==> src/rtl/ps2_pkg.sv <==
// Shared definitions for the PS/2 keyboard front end: scan-code constants,
// receiver/decoder state encodings, the key-level bundle and a small helper
// that applies an extended-code make/break to that bundle.
package ps2_pkg;

    localparam logic [7:0] SC_EXT   = 8'hE0;
    localparam logic [7:0] SC_BRK   = 8'hF0;
    localparam logic [7:0] SC_UP    = 8'h75;
    localparam logic [7:0] SC_DOWN  = 8'h72;
    localparam logic [7:0] SC_LEFT  = 8'h6B;
    localparam logic [7:0] SC_RIGHT = 8'h74;
    localparam logic [7:0] SC_ENTER = 8'h5A;

    // Frame receiver: start bit -> 8 data bits -> parity -> stop.
    typedef enum logic [1:0] {
        RX_IDLE,
        RX_DATA,
        RX_PARITY,
        RX_STOP
    } rx_state_t;

    // Prefix tracker for the byte stream (E0 = extended, F0 = break).
    typedef enum logic [1:0] {
        DEC_NORM,
        DEC_EXT,
        DEC_BRK,
        DEC_EXT_BRK
    } dec_state_t;

    typedef struct packed {
        logic up;
        logic down;
        logic left;
        logic right;
        logic enter;
    } keys_t;

    // Odd parity over {data, parity}: true when the nine bits hold an odd count of ones.
    function automatic logic odd_parity_ok(input logic [7:0] data, input logic par);
        return ^{data, par};
    endfunction

    // Extended-set codes (arrows and keypad enter) drive a key to 'level';
    // anything else leaves the keys alone.
    function automatic keys_t apply_ext(input keys_t k, input logic [7:0] code, input logic level);
        keys_t r;
        r = k;
        case (code)
            SC_UP:    r.up    = level;
            SC_DOWN:  r.down  = level;
            SC_LEFT:  r.left  = level;
            SC_RIGHT: r.right = level;
            SC_ENTER: r.enter = level;
            default:  r = k;
        endcase
        return r;
    endfunction

endpackage

==> src/rtl/ps2_key_decoder_if.sv <==
// Bundle between the PS/2 key decoder and its surroundings: raw PS/2 lines
// in, key levels / scan byte / status pulses out, plus the two FSM states
// for observation.
//
// Handshake: scan_valid is a one-cycle strobe with no ready; scan_code is
// valid in the strobe cycle and holds until the next accepted byte.
// frame_err is a one-cycle strobe and never coincides with scan_valid.
// Key levels are plain levels with no handshake.
interface ps2_key_decoder_if;
    import ps2_pkg::*;

    logic       PS2_clk;
    logic       PS2_data;
    logic       up;
    logic       down;
    logic       left;
    logic       right;
    logic       enter;
    logic [7:0] scan_code;
    logic       scan_valid;
    logic       frame_err;
    rx_state_t  rx_state;
    dec_state_t dec_state;

    // Decoder side.
    modport master (
        input  PS2_clk, PS2_data,
        output up, down, left, right, enter,
        output scan_code, scan_valid, frame_err,
        output rx_state, dec_state
    );

    // Keyboard / consumer side.
    modport slave (
        output PS2_clk, PS2_data,
        input  up, down, left, right, enter,
        input  scan_code, scan_valid, frame_err,
        input  rx_state, dec_state
    );

endinterface

==> src/rtl/ps2_frame_rx.sv <==
// PS/2 frame receiver: synchronizes the raw lines, detects falling edges of
// the PS/2 clock, shifts in an 11-bit frame and emits one byte with a
// valid or error pulse. A frame stalled longer than TIMEOUT_CYCLES is
// abandoned.
// Optional build macro: PS2_PARITY_CHECK_EN (reject frames with even parity).
module ps2_frame_rx
    import ps2_pkg::*;
#(
    parameter int TIMEOUT_CYCLES = 200000,
    parameter int SYNC_STAGES    = 2
) (
    input  logic       clk,
    input  logic       rstn,
    input  logic       ps2_clk,
    input  logic       ps2_data,
    output logic [7:0] rx_byte,
    output logic       rx_valid,
    output logic       rx_err,
    output rx_state_t  rx_state
);

    localparam int TW = $clog2(TIMEOUT_CYCLES + 1);

`ifdef PS2_PARITY_CHECK_EN
    localparam logic PARITY_CHECK = 1'b1;
`else
    localparam logic PARITY_CHECK = 1'b0;
`endif

    logic [SYNC_STAGES-1:0] clk_sync;
    logic [SYNC_STAGES-1:0] data_sync;
    logic                   clk_prev;
    logic                   clk_s;
    logic                   data_s;
    logic                   fall;

    rx_state_t     state_q, state_n;
    logic [7:0]    shift_q, shift_n;
    logic [2:0]    bit_cnt_q, bit_cnt_n;
    logic          par_q, par_n;
    logic [TW-1:0] tmo_q, tmo_n;
    logic [7:0]    byte_q, byte_n;
    logic          valid_q, valid_n;
    logic          err_q, err_n;
    logic          par_good;

    assign clk_s  = clk_sync[SYNC_STAGES-1];
    assign data_s = data_sync[SYNC_STAGES-1];
    assign fall   = clk_prev & ~clk_s;

    // Synchronizers; reset to the idle-high line level so no edge is seen on release.
    always_ff @(posedge clk or negedge rstn) begin
        if (!rstn) begin
            clk_sync  <= '1;
            data_sync <= '1;
            clk_prev  <= 1'b1;
        end else begin
            clk_sync  <= {clk_sync[SYNC_STAGES-2:0], ps2_clk};
            data_sync <= {data_sync[SYNC_STAGES-2:0], ps2_data};
            clk_prev  <= clk_s;
        end
    end

    // Receiver state, datapath and registered output pulses.
    always_ff @(posedge clk or negedge rstn) begin
        if (!rstn) begin
            state_q   <= RX_IDLE;
            shift_q   <= '0;
            bit_cnt_q <= '0;
            par_q     <= 1'b0;
            tmo_q     <= '0;
            byte_q    <= '0;
            valid_q   <= 1'b0;
            err_q     <= 1'b0;
        end else begin
            state_q   <= state_n;
            shift_q   <= shift_n;
            bit_cnt_q <= bit_cnt_n;
            par_q     <= par_n;
            tmo_q     <= tmo_n;
            byte_q    <= byte_n;
            valid_q   <= valid_n;
            err_q     <= err_n;
        end
    end

    // With parity checking off the parity bit is still captured but always passes.
    assign par_good = odd_parity_ok(shift_q, par_q) || !PARITY_CHECK;

    // Next-state logic: advance one bit per PS/2 falling edge, with a timeout override.
    always_comb begin
        state_n   = state_q;
        shift_n   = shift_q;
        bit_cnt_n = bit_cnt_q;
        par_n     = par_q;
        byte_n    = byte_q;
        valid_n   = 1'b0;
        err_n     = 1'b0;
        if (state_q == RX_IDLE || fall) begin
            tmo_n = '0;
        end else begin
            tmo_n = tmo_q + 1'b1;
        end

        case (state_q)
            RX_IDLE: begin
                if (fall && !data_s) begin
                    state_n   = RX_DATA;
                    shift_n   = '0;
                    bit_cnt_n = '0;
                end
            end
            RX_DATA: begin
                if (fall) begin
                    shift_n   = {data_s, shift_q[7:1]};
                    bit_cnt_n = bit_cnt_q + 3'd1;
                    if (bit_cnt_q == 3'd7) begin
                        state_n = RX_PARITY;
                    end
                end
            end
            RX_PARITY: begin
                if (fall) begin
                    par_n   = data_s;
                    state_n = RX_STOP;
                end
            end
            RX_STOP: begin
                if (fall) begin
                    state_n = RX_IDLE;
                    if (data_s && par_good) begin
                        byte_n  = shift_q;
                        valid_n = 1'b1;
                    end else begin
                        err_n = 1'b1;
                    end
                end
            end
            default: state_n = RX_IDLE;
        endcase

        // A stalled frame is dropped; no falling edge this cycle, so no accept can collide.
        if (state_q != RX_IDLE && !fall && tmo_q == TW'(TIMEOUT_CYCLES - 1)) begin
            state_n   = RX_IDLE;
            shift_n   = '0;
            bit_cnt_n = '0;
            tmo_n     = '0;
            err_n     = 1'b1;
        end
    end

    assign rx_byte  = byte_q;
    assign rx_valid = valid_q;
    assign rx_err   = err_q;
    assign rx_state = state_q;

endmodule

==> src/rtl/ps2_key_decoder.sv <==
// PS/2 key decoder top: frame receiver plus the E0/F0 prefix tracker and the
// held-level registers for up/down/left/right/enter. Accepted bytes are also
// reported raw on scan_code/scan_valid (AA/FA included).
// Optional build macro: PS2_PARITY_CHECK_EN (handled in ps2_frame_rx).
module ps2_key_decoder
    import ps2_pkg::*;
#(
    parameter int TIMEOUT_CYCLES = 200000,
    parameter int SYNC_STAGES    = 2
) (
    input  logic                  clk,
    input  logic                  rstn,
    ps2_key_decoder_if.master     bus
);

    logic [7:0] rx_byte;
    logic       rx_valid;
    logic       rx_err;
    rx_state_t  rx_state;

    dec_state_t dec_q, dec_n;
    keys_t      keys_q, keys_n;

    ps2_frame_rx #(
        .TIMEOUT_CYCLES (TIMEOUT_CYCLES),
        .SYNC_STAGES    (SYNC_STAGES)
    ) u_rx (
        .clk      (clk),
        .rstn     (rstn),
        .ps2_clk  (bus.PS2_clk),
        .ps2_data (bus.PS2_data),
        .rx_byte  (rx_byte),
        .rx_valid (rx_valid),
        .rx_err   (rx_err),
        .rx_state (rx_state)
    );

    // Decoder state and key levels; keys land one cycle after scan_valid.
    always_ff @(posedge clk or negedge rstn) begin
        if (!rstn) begin
            dec_q  <= DEC_NORM;
            keys_q <= '0;
        end else begin
            dec_q  <= dec_n;
            keys_q <= keys_n;
        end
    end

    // Prefix tracking: every accepted byte either sets a prefix state or
    // completes a make/break and returns to NORM. E0 always opens an extended code.
    always_comb begin
        dec_n  = dec_q;
        keys_n = keys_q;
        if (rx_valid) begin
            dec_n = DEC_NORM;
            if (rx_byte == SC_EXT) begin
                dec_n = DEC_EXT;
            end else begin
                case (dec_q)
                    DEC_NORM: begin
                        if (rx_byte == SC_BRK) begin
                            dec_n = DEC_BRK;
                        end else if (rx_byte == SC_ENTER) begin
                            keys_n.enter = 1'b1;
                        end
                    end
                    DEC_EXT: begin
                        if (rx_byte == SC_BRK) begin
                            dec_n = DEC_EXT_BRK;
                        end else begin
                            keys_n = apply_ext(keys_q, rx_byte, 1'b1);
                        end
                    end
                    DEC_BRK: begin
                        if (rx_byte == SC_ENTER) begin
                            keys_n.enter = 1'b0;
                        end
                    end
                    DEC_EXT_BRK: begin
                        keys_n = apply_ext(keys_q, rx_byte, 1'b0);
                    end
                    default: dec_n = DEC_NORM;
                endcase
            end
        end
    end

    assign bus.up         = keys_q.up;
    assign bus.down       = keys_q.down;
    assign bus.left       = keys_q.left;
    assign bus.right      = keys_q.right;
    assign bus.enter      = keys_q.enter;
    assign bus.scan_code  = rx_byte;
    assign bus.scan_valid = rx_valid;
    assign bus.frame_err  = rx_err;
    assign bus.rx_state   = rx_state;
    assign bus.dec_state  = dec_q;

endmodule
==> src/flat_wrapper.sv <==
// flat-port wrapper written by rule: the top's interface ports become plain ports
module ps2_key_decoder_flat import ps2_pkg::*;
#(
    parameter int TIMEOUT_CYCLES = 200000,
    parameter int SYNC_STAGES    = 2
)
  (clk, rstn, bus_PS2_clk, bus_PS2_data, bus_up, bus_down, bus_left, bus_right, bus_enter, bus_scan_code, bus_scan_valid, bus_frame_err, bus_rx_state, bus_dec_state);
  ps2_key_decoder_if bus_i ();
  input  logic clk;
  input  logic rstn;
  input wire logic [$bits(bus_i.PS2_clk)-1:0] bus_PS2_clk;
  input wire logic [$bits(bus_i.PS2_data)-1:0] bus_PS2_data;
  output wire logic [$bits(bus_i.up)-1:0] bus_up;
  output wire logic [$bits(bus_i.down)-1:0] bus_down;
  output wire logic [$bits(bus_i.left)-1:0] bus_left;
  output wire logic [$bits(bus_i.right)-1:0] bus_right;
  output wire logic [$bits(bus_i.enter)-1:0] bus_enter;
  output wire logic [$bits(bus_i.scan_code)-1:0] bus_scan_code;
  output wire logic [$bits(bus_i.scan_valid)-1:0] bus_scan_valid;
  output wire logic [$bits(bus_i.frame_err)-1:0] bus_frame_err;
  output wire logic [$bits(bus_i.rx_state)-1:0] bus_rx_state;
  output wire logic [$bits(bus_i.dec_state)-1:0] bus_dec_state;
  assign bus_i.PS2_clk = bus_PS2_clk;
  assign bus_i.PS2_data = bus_PS2_data;
  assign bus_up = bus_i.up;
  assign bus_down = bus_i.down;
  assign bus_left = bus_i.left;
  assign bus_right = bus_i.right;
  assign bus_enter = bus_i.enter;
  assign bus_scan_code = bus_i.scan_code;
  assign bus_scan_valid = bus_i.scan_valid;
  assign bus_frame_err = bus_i.frame_err;
  assign bus_rx_state = bus_i.rx_state;
  assign bus_dec_state = bus_i.dec_state;
  ps2_key_decoder #(.TIMEOUT_CYCLES(TIMEOUT_CYCLES), .SYNC_STAGES(SYNC_STAGES)) u_core (.clk(clk), .rstn(rstn), .bus(bus_i));
endmodule
==> config.mk <==
export PLATFORM = sky130hd
export DESIGN_NAME = ps2_key_decoder_flat
export DESIGN_NICKNAME = d
export VERILOG_FILES = /design/src/rtl/ps2_pkg.sv /design/src/rtl/ps2_key_decoder_if.sv /design/src/rtl/ps2_frame_rx.sv /design/src/rtl/ps2_key_decoder.sv /design/src/flat_wrapper.sv
export SDC_FILE = /design/constraint.sdc
export NUM_CORES = 1
export LEC_CHECK = 0
export BUFFER_PORTS_ARGS = -buffer_cell sky130_fd_sc_hd__buf_2
export CORE_MARGIN = 1.5
export CORE_UTILIZATION = 25
export CTS_CLUSTER_SIZE = 24
export DETAILED_ROUTE_END_ITERATION = 12
export HOLD_SLACK_MARGIN = 0.03
export PLACE_DENSITY_LB_ADDON = 0.25
export SLEW_MARGIN = 15
export SYNTH_ARGS = -nofsm -noshare
export SYNTH_HDL_FRONTEND = slang
export SYNTH_SLANG_ARGS = --single-unit
==> constraint.sdc <==
create_clock -name clk -period 2.6 [get_ports clk]
set_input_delay 0.52 -clock clk [delete_from_list [all_inputs] [get_ports clk]]
set_output_delay 0.52 -clock clk [all_outputs]
set_load 0.01 [all_outputs]
==> results of run 1 <==
## cell type report
class,count,area (µm²),share of cell area
inverter,10,37.5,0.0136
multi-input combinational,140,985,0.357
clock inverter,3,43.8,0.0159
timing repair buffer,25,133,0.0480
tap,129,161,0.0585
sequential,53,1330,0.483
clock buffer,5,68.8,0.0249
## metrics by stage
stage / hold slack, ns / setup WS, ns
final: 0.245 / 0.420
after global routing: 0.287 / 0.306
after CTS: 0.273 / 0.425
after detailed placement: 0.349 / 0.423
after global placement: 0.346 / 0.471
after floorplan: 0.224 / 0.718
## per-layer routing
layer  vias up  routed length [µm]  GRT usage  share of wire
met1       792                2280      0.128           0.50
li1        800                   -          -              -
met5         -                   0          0              0
met4         0                  34     0.0260         0.0074
met2        30                2090      0.153           0.45
met3         6                 204     0.0257          0.044
## sequential cells by signal (all words and copies together), names as in the netlist
| name | count |
|---|---|
| u_core.u_rx.tmo_q | 18 |
| u_core.u_rx.rx_byte | 8 |
| u_core.u_rx.shift_q | 8 |
| u_core.u_rx.bit_cnt_q | 3 |
| u_core.bus.dec_state | 2 |
| u_core.u_rx.clk_sync | 2 |
| u_core.u_rx.data_sync | 2 |
| u_core.u_rx.rx_state | 2 |
| u_core.bus.down | 1 |
| u_core.bus.enter | 1 |
| u_core.bus.left | 1 |
| u_core.bus.right | 1 |
| u_core.bus.up | 1 |
| u_core.u_rx.clk_prev | 1 |
| u_core.u_rx.rx_err | 1 |
| u_core.u_rx.rx_valid | 1 |
## power by group through the flow
| stage | sequential [W] | clock, W | combinational, W |
|---|---|---|---|
| 2_1_floorplan | 0.00100 | 0 | 0.000293 |
| 3_3_place_gp | 0.00101 | 0 | 0.000384 |
| 3_5_place_dp | 0.00101 | 0 | 0.000390 |
| 4_1_cts | 0.000993 | 0.000602 | 0.000391 |
| 5_1_grt | 0.00101 | 0.000624 | 0.000437 |
| 6_report | 0.000991 | 0.000575 | 0.000383 |
## worst max-delay path by stage
| stage | start | to | depth (start not counted) |
|---|---|---|---|
| final | u_core.u_rx.tmo_q[13]$_DFF_PN0_ | u_core.u_rx.bit_cnt_q[0]$_DFFE_PN0P_ | 4 |
| after global placement | u_core.u_rx.tmo_q[13]$_DFF_PN0_ | u_core.u_rx.bit_cnt_q[0]$_DFFE_PN0P_ | 4 |
| after global routing | u_core.u_rx.rx_state[0]$_DFFE_PN0P_ | u_core.u_rx.bit_cnt_q[0]$_DFFE_PN0P_ | 6 |
| after detailed placement | u_core.u_rx.tmo_q[13]$_DFF_PN0_ | u_core.u_rx.bit_cnt_q[0]$_DFFE_PN0P_ | 4 |
| after floorplan | u_core.u_rx.tmo_q[13]$_DFF_PN0_ | u_core.u_rx.shift_q[7]$_DFFE_PN0P_ | 5 |
| after CTS | u_core.u_rx.tmo_q[13]$_DFF_PN0_ | u_core.u_rx.bit_cnt_q[0]$_DFFE_PN0P_ | 4 |
## critical path, delay by kind of cell, from the launching register on
family,cells,cell delay [ns]
flip-flops,1,0.45
AND/OR/NAND/NOR,2,0.89
multiplexers,1,0.39
AO/OA/AOI/OAI,1,0.36
## cells in the final DEF, fill, tap and decap left out, types with 2 or more instances in the layout
| master | synthesis | routed |
|---|---|---|
| nor3_1 | 4 | 4 |
| dfrtp_1 | 48 | 48 |
| and3_1 | 4 | 4 |
| nand2_1 | 11 | 11 |
| or3_1 | 3 | 3 |
| nand2b_1 | 2 | 2 |
| buf_4 | 2 | 3 |
| mux2i_1 | 3 | 3 |
| o21ai_1 | 3 | 3 |
| o31ai_1 | 4 | 4 |
| mux2_2 | 9 | 9 |
| buf_2 | 0 | 22 |
| a22o_1 | 10 | 10 |
| xnor2_1 | 8 | 8 |
| nand4_1 | 4 | 4 |
| ha_1 | 7 | 7 |
| nand4b_1 | 2 | 2 |
| inv_1 | 10 | 10 |
| nor2b_1 | 3 | 3 |
| a21oi_1 | 3 | 3 |
| clkbuf_8 | 0 | 5 |
| dfstp_2 | 5 | 5 |
| nand3_1 | 10 | 10 |
| o21ai_0 | 3 | 3 |
| o22ai_1 | 3 | 3 |
| nor2_1 | 21 | 21 |
| xor2_1 | 5 | 5 |
| nor4_1 | 5 | 5 |
## logic make-up after synthesis
kind of cell | share of synthesized area
AO/OA/AOI/OAI | 0.0968
buffers and inverters | 0.0314
flip-flops | 0.557
adder cells (fa/ha/maj) | 0.0366
XOR/XNOR | 0.0476
AND/OR/NAND/NOR | 0.176
multiplexers | 0.0549
==> flow_summary.json, run 1 <==
{
  "run_status": "complete, no violations",
  "regToRegSetupSlack_ns": 0.42,
  "synth_seq_cells": 53,
  "syn-num-nets": 220,
  "portBuffers": 22,
  "power_leakage_nw": 1.28,
  "drc": 0,
  "final-hold-violation-count": 0,
  "postLayoutCoreUtil": 0.299,
  "syn-instance-count": 209,
  "core_mm2": 0.00924,
  "critical-path-slowest-cell": "or4b_4",
  "layout.cell_area.non_filler_mm2": 0.00276,
  "cts-resized-gates": 0,
  "cts.htree.levels": 2,
  "post_drt_wl_per_cell_um": 12.6,
  "grt_antenna_before_repair": 0,
  "cts_buffers": 5,
  "crit_path_start_kind": "register",
  "rr_startpoint": "u_core.u_rx.tmo_q[13]$_DFF_PN0_",
  "synth-warning-count": 0,
  "fmax_mhz": 459,
  "routed_vias": 1628,
  "drt_first_pass_iters": 4,
  "clk_path_buf_depth": 2,
  "drive_gt1_frac": 0.216,
  "ir_worst_vdd_uv": 215,
  "tritoncts": "done",
  "pwr-share-seq": 0.509,
  "worst_path_largest_cell_delay_ns": 0.57,
  "yosys.cell_types.count": 41,
  "worst_r2r_endpoint": "u_core.u_rx.bit_cnt_q[0]$_DFFE_PN0P_",
  "place.gp.congestion": 0.749,
  "number_of_violations_reported_at_the_end_of_detailed_routing_iteration_0": 49,
  "worst-endpoint-arrival_ns": 2.38,
  "post-place-cells": 357,
  "final-max-slew-violation-count": 0,
  "grt.overflow.total": 0,
  "netlist.top_cell.by_area": "dfrtp_1",
  "max_slew_margin": 0.366,
  "drt.antenna.violating_nets": 0,
  "synthTopCellsByCount": "48 x dfrtp_1, 21 x nor2_1, 11 x nand2_1",
  "power.density_mw_per_mm2": 706,
  "power.share.combinational": 0.196,
  "clock_tree.root_cell": "clkbuf_8",
  "cts_setup_buffers": 0,
  "numClockSinks": 53,
  "nFillCells": 968,
  "postSynthAreaPerCell_um2": 11.4,
  "post-layout-total-power_w": 0.00195,
  "internal-power_w": 0.00136,
  "rows": 35,
  "max_cap_violations": 0,
  "classification_of_the_worst_setup_path": "register to register",
  "p_sw_frac": 0.303,
  "finalSetupViolCount": 0,
  "io_pins": 23,
  "min_path_type": "primary input to asynchronous set/reset pin",
  "pwr-share-clk": 0.295,
  "rsz0062_at_grt": "no",
  "die_area_mm2": 0.0102,
  "syn_to_final_growth_pct": 15.4,
  "viasPerCell": 4.46,
  "clk_pin_slew_ns": 0.10,
  "worstSkewPairLatency_ns": 0.31,
  "grt_use_total": 0.0956,
  "required_ns": 2.80,
  "totalNegativeSetupSlack_ns": 0,
  "post-route-min-period_ns": 2.18,
  "final_nets": 246,
  "synth_seq_area_share": 0.557,
  "dp_hpwl_um": 3170,
  "cp_cell_sequence": "or4b_4 > nor4_4 > a31oi_1 > mux2_2",
  "post_dp_cell_area_mm2": 0.00265,
  "maximum_number_of_pins_on_one_net_before_global_route_repair": 33,
  "critical_path_peak_fanout": 11,
  "r2r_cells": 4,
  "synth.top_cell.area_share": 0.502,
  "synthMostInstantiatedCell": "dfrtp_1",
  "cts_hold_buffers": 0,
  "final_worst_path_period_share": 0.838,
  "grt_pass1_vias": 1580,
  "postSynth.asyncResetShare": 1.00,
  "die-height_um": 101,
  "number_of_flops_mapped_to_enable_cells_by_yosys": 0,
  "cp-end-kind": "register",
  "tightestPinTransition_ns": 0.947,
  "chipWidth_um": 101,
  "wire_length_of_the_first_global_routing_pass_um": 7690,
  "final_routed_wirelength_across_all_metal_layers_um": 4610,
  "floorplan.initialDensity": 0.259,
  "worst_clock_skew_ns": 0.0114,
  "synthesis.area_mm2": 0.00239,
  "antenna_cells_inserted": 0,
  "fin_cells": 365,
  "yosys_most_used_dff": "dfrtp_1",
  "synth_area_leaders": "dfrtp_1 50%, dfstp_2 5.5%, mux2_2 4.2%",
  "netSwitchingPower_w": 0.000591
}
Note: power is estimated with default switching activity, not from simulation.
==> run 2, diff against run 1 <==
Clock period 2.6 ns to 1.9 ns, I/O delays scaled along.
==> flow_summary.json, run 2 (synthesized netlist as in run 1, its figures left out) <==
{
  "io_pins": 23,
  "regMostFlops": "u_core.u_rx.tmo_q",
  "die_area_mm2": 0.0102,
  "classification_of_the_worst_setup_path": "register to register",
  "crit_path_start_kind": "register",
  "grt_pass1_vias": 1631,
  "post-place-cells": 369,
  "cp-end-kind": "register",
  "maximum_number_of_pins_on_one_net_before_global_route_repair": 54,
  "floorplan.initialDensity": 0.259,
  "power_leakage_nw": 1.36,
  "tightestPinTransition_ns": 0.455,
  "viasPerCell": 4.45,
  "clock_tree.root_cell": "clkbuf_8",
  "clk_pin_slew_ns": 0.10,
  "worstSkewPairLatency_ns": 0.31,
  "grt_antenna_before_repair": 0,
  "grt.overflow.total": 0,
  "final_nets": 262,
  "required_ns": 2.10,
  "cts.htree.levels": 2,
  "largest_register_ff_count": 18,
  "max_cap_violations": 0,
  "min_setup_slack_post_route_ns": -0.0108,
  "cp_cell_sequence": "or4b_4 > nor4_4 > buf_4 > a211o_4 > clkbuf_16 > nor2_2",
  "cts_buffers": 5,
  "power.density_mw_per_mm2": 920,
  "worst_path_largest_cell_delay_ns": 0.55,
  "critical-path-slowest-cell": "or4b_4",
  "drc": 0,
  "routed_vias": 1694,
  "max_slew_margin": 0.696,
  "place.gp.congestion": 0.773,
  "grt_use_total": 0.0991,
  "fmax_mhz": 523,
  "critPathTopFamily": "simple AND/OR/NAND/NOR gates",
  "drive_gt1_frac": 0.317,
  "nFillCells": 956,
  "worst_clock_skew_ns": 0.0117,
  "drt_first_pass_iters": 4,
  "antenna_cells_inserted": 0,
  "postLayoutCoreUtil": 0.322,
  "dp_hpwl_um": 3180,
  "numClockSinks": 53,
  "fin_cells": 381,
  "final_cell_mix": "47 x dfrtp_1, 22 x buf_2, 16 x buf_4",
  "final-max-slew-violation-count": 0,
  "final-hold-violation-count": 0,
  "path_buf_inv": 2,
  "finalSetupViolCount": 7,
  "die-height_um": 101,
  "number_of_violations_reported_at_the_end_of_detailed_routing_iteration_0": 45,
  "final_worst_path_period_share": 1.01,
  "ir_worst_vdd_uv": 446,
  "pre_cts_ws_ns": -0.0198,
  "min_path_type": "primary input to asynchronous set/reset pin",
  "rsz0062_at_grt": "yes",
  "final_routed_wirelength_across_all_metal_layers_um": 4800,
  "portBuffers": 22,
  "drt.antenna.violating_nets": 0,
  "wire_length_of_the_first_global_routing_pass_um": 8000,
  "layout.cells.most_common": "dfrtp_1",
  "clk_path_buf_depth": 2,
  "run_status": "finished with violations",
  "core_mm2": 0.00924,
  "chipWidth_um": 101,
  "worst-endpoint-arrival_ns": 2.11,
  "syn_to_final_growth_pct": 24.3,
  "post-route-min-period_ns": 1.91,
  "critical_path_peak_fanout": 8,
  "post_drt_wl_per_cell_um": 12.6,
  "violations": "setup timing",
  "rows": 35,
  "tritoncts": "done"
}
run 2: changes by cell type in the layout (fill, tap and decap cells not counted), moves of 2 or more:
cell / delta
nor2_2: +2
nor2_1: -7
nor2_4: +5
buf_4: +13
buf_12: +2
run 2: worst paths after layout:
| kind | start | endpoint | slack [ns] | cells past startpoint |
|---|---|---|---|---|
| max in group asynchronous | rstn | u_core.u_rx.clk_prev$_DFF_PN1_ | 1.56 | 2 |
| min reg2reg | u_core.u_rx.clk_sync[0]$_DFF_PN1_ | u_core.u_rx.clk_sync[1]$_DFF_PN1_ | 0.36 | 0 |
| min in group clk | bus_PS2_clk | u_core.u_rx.clk_sync[0]$_DFF_PN1_ | 0.16 | 1 |
| max | u_core.u_rx.tmo_q[13]$_DFF_PN0_ | u_core.u_rx.tmo_q[7]$_DFF_PN0_ | -0.01 | 6 |
| max reg2reg | u_core.u_rx.tmo_q[13]$_DFF_PN0_ | u_core.u_rx.tmo_q[7]$_DFF_PN0_ | -0.01 | 6 |
| min | rstn | u_core.bus.left$_DFFE_PN0P_ | 0.05 | 2 |
run 2: power breakdown:
| group | switching [W] | total (W) | internal, W |
|---|---|---|---|
| logic | 0.000376 | 0.000723 | 0.000348 |
| registers | 0.000118 | 0.00136 | 0.00125 |
| clock network | 0.000387 | 0.000649 | 0.000262 |
run 2: area by class of cell:
type | count | area (µm²) | area share
sequential | 53 | 1330 | 0.448
timing repair buffer | 41 | 295 | 0.0993
multi-input combinational | 140 | 1060 | 0.355
clock buffer | 5 | 68.8 | 0.0231
clock inverter | 3 | 21.3 | 0.00715
inverter | 10 | 37.5 | 0.0126
tap | 129 | 161 | 0.0543
run 2: what timing repair did:
item                                    in CTS  in global routing
cloned                                       1                  1
hold buffers                                 0                  0
endpoints found under the setup margin      10                 30
setup buffers                                1                  1
pin swaps                                   14                  7
resized for setup                            4                 16
run 2: per-layer routing:
| layer | up-vias | GRT usage | share of wire |
|---|---|---|---|
| met4 | 0 | 0.0260 | 0.0075 |
| met1 | 825 | 0.129 | 0.49 |
| li1 | 833 | - | - |
| met3 | 6 | 0.0270 | 0.041 |
| met5 | - | 0 | 0 |
| met2 | 30 | 0.162 | 0.46 |
run 2: through the flow:
step / total power (W) / cell area (µm²) / TNS (ns) / hold WS [ns]
final: 0.00274 / 2970 / -0.0310 / 0.0489
after CTS: 0.00265 / 2880 / -0.0371 / 0.0545
after global routing: 0.00291 / 2970 / -1.14 / 0.0635
after floorplan: 0.00177 / 2390 / 0 / 0.0844
after detailed placement: 0.00197 / 2760 / -0.133 / 0.347
after global placement: 0.00196 / 2760 / 0 / 0.346
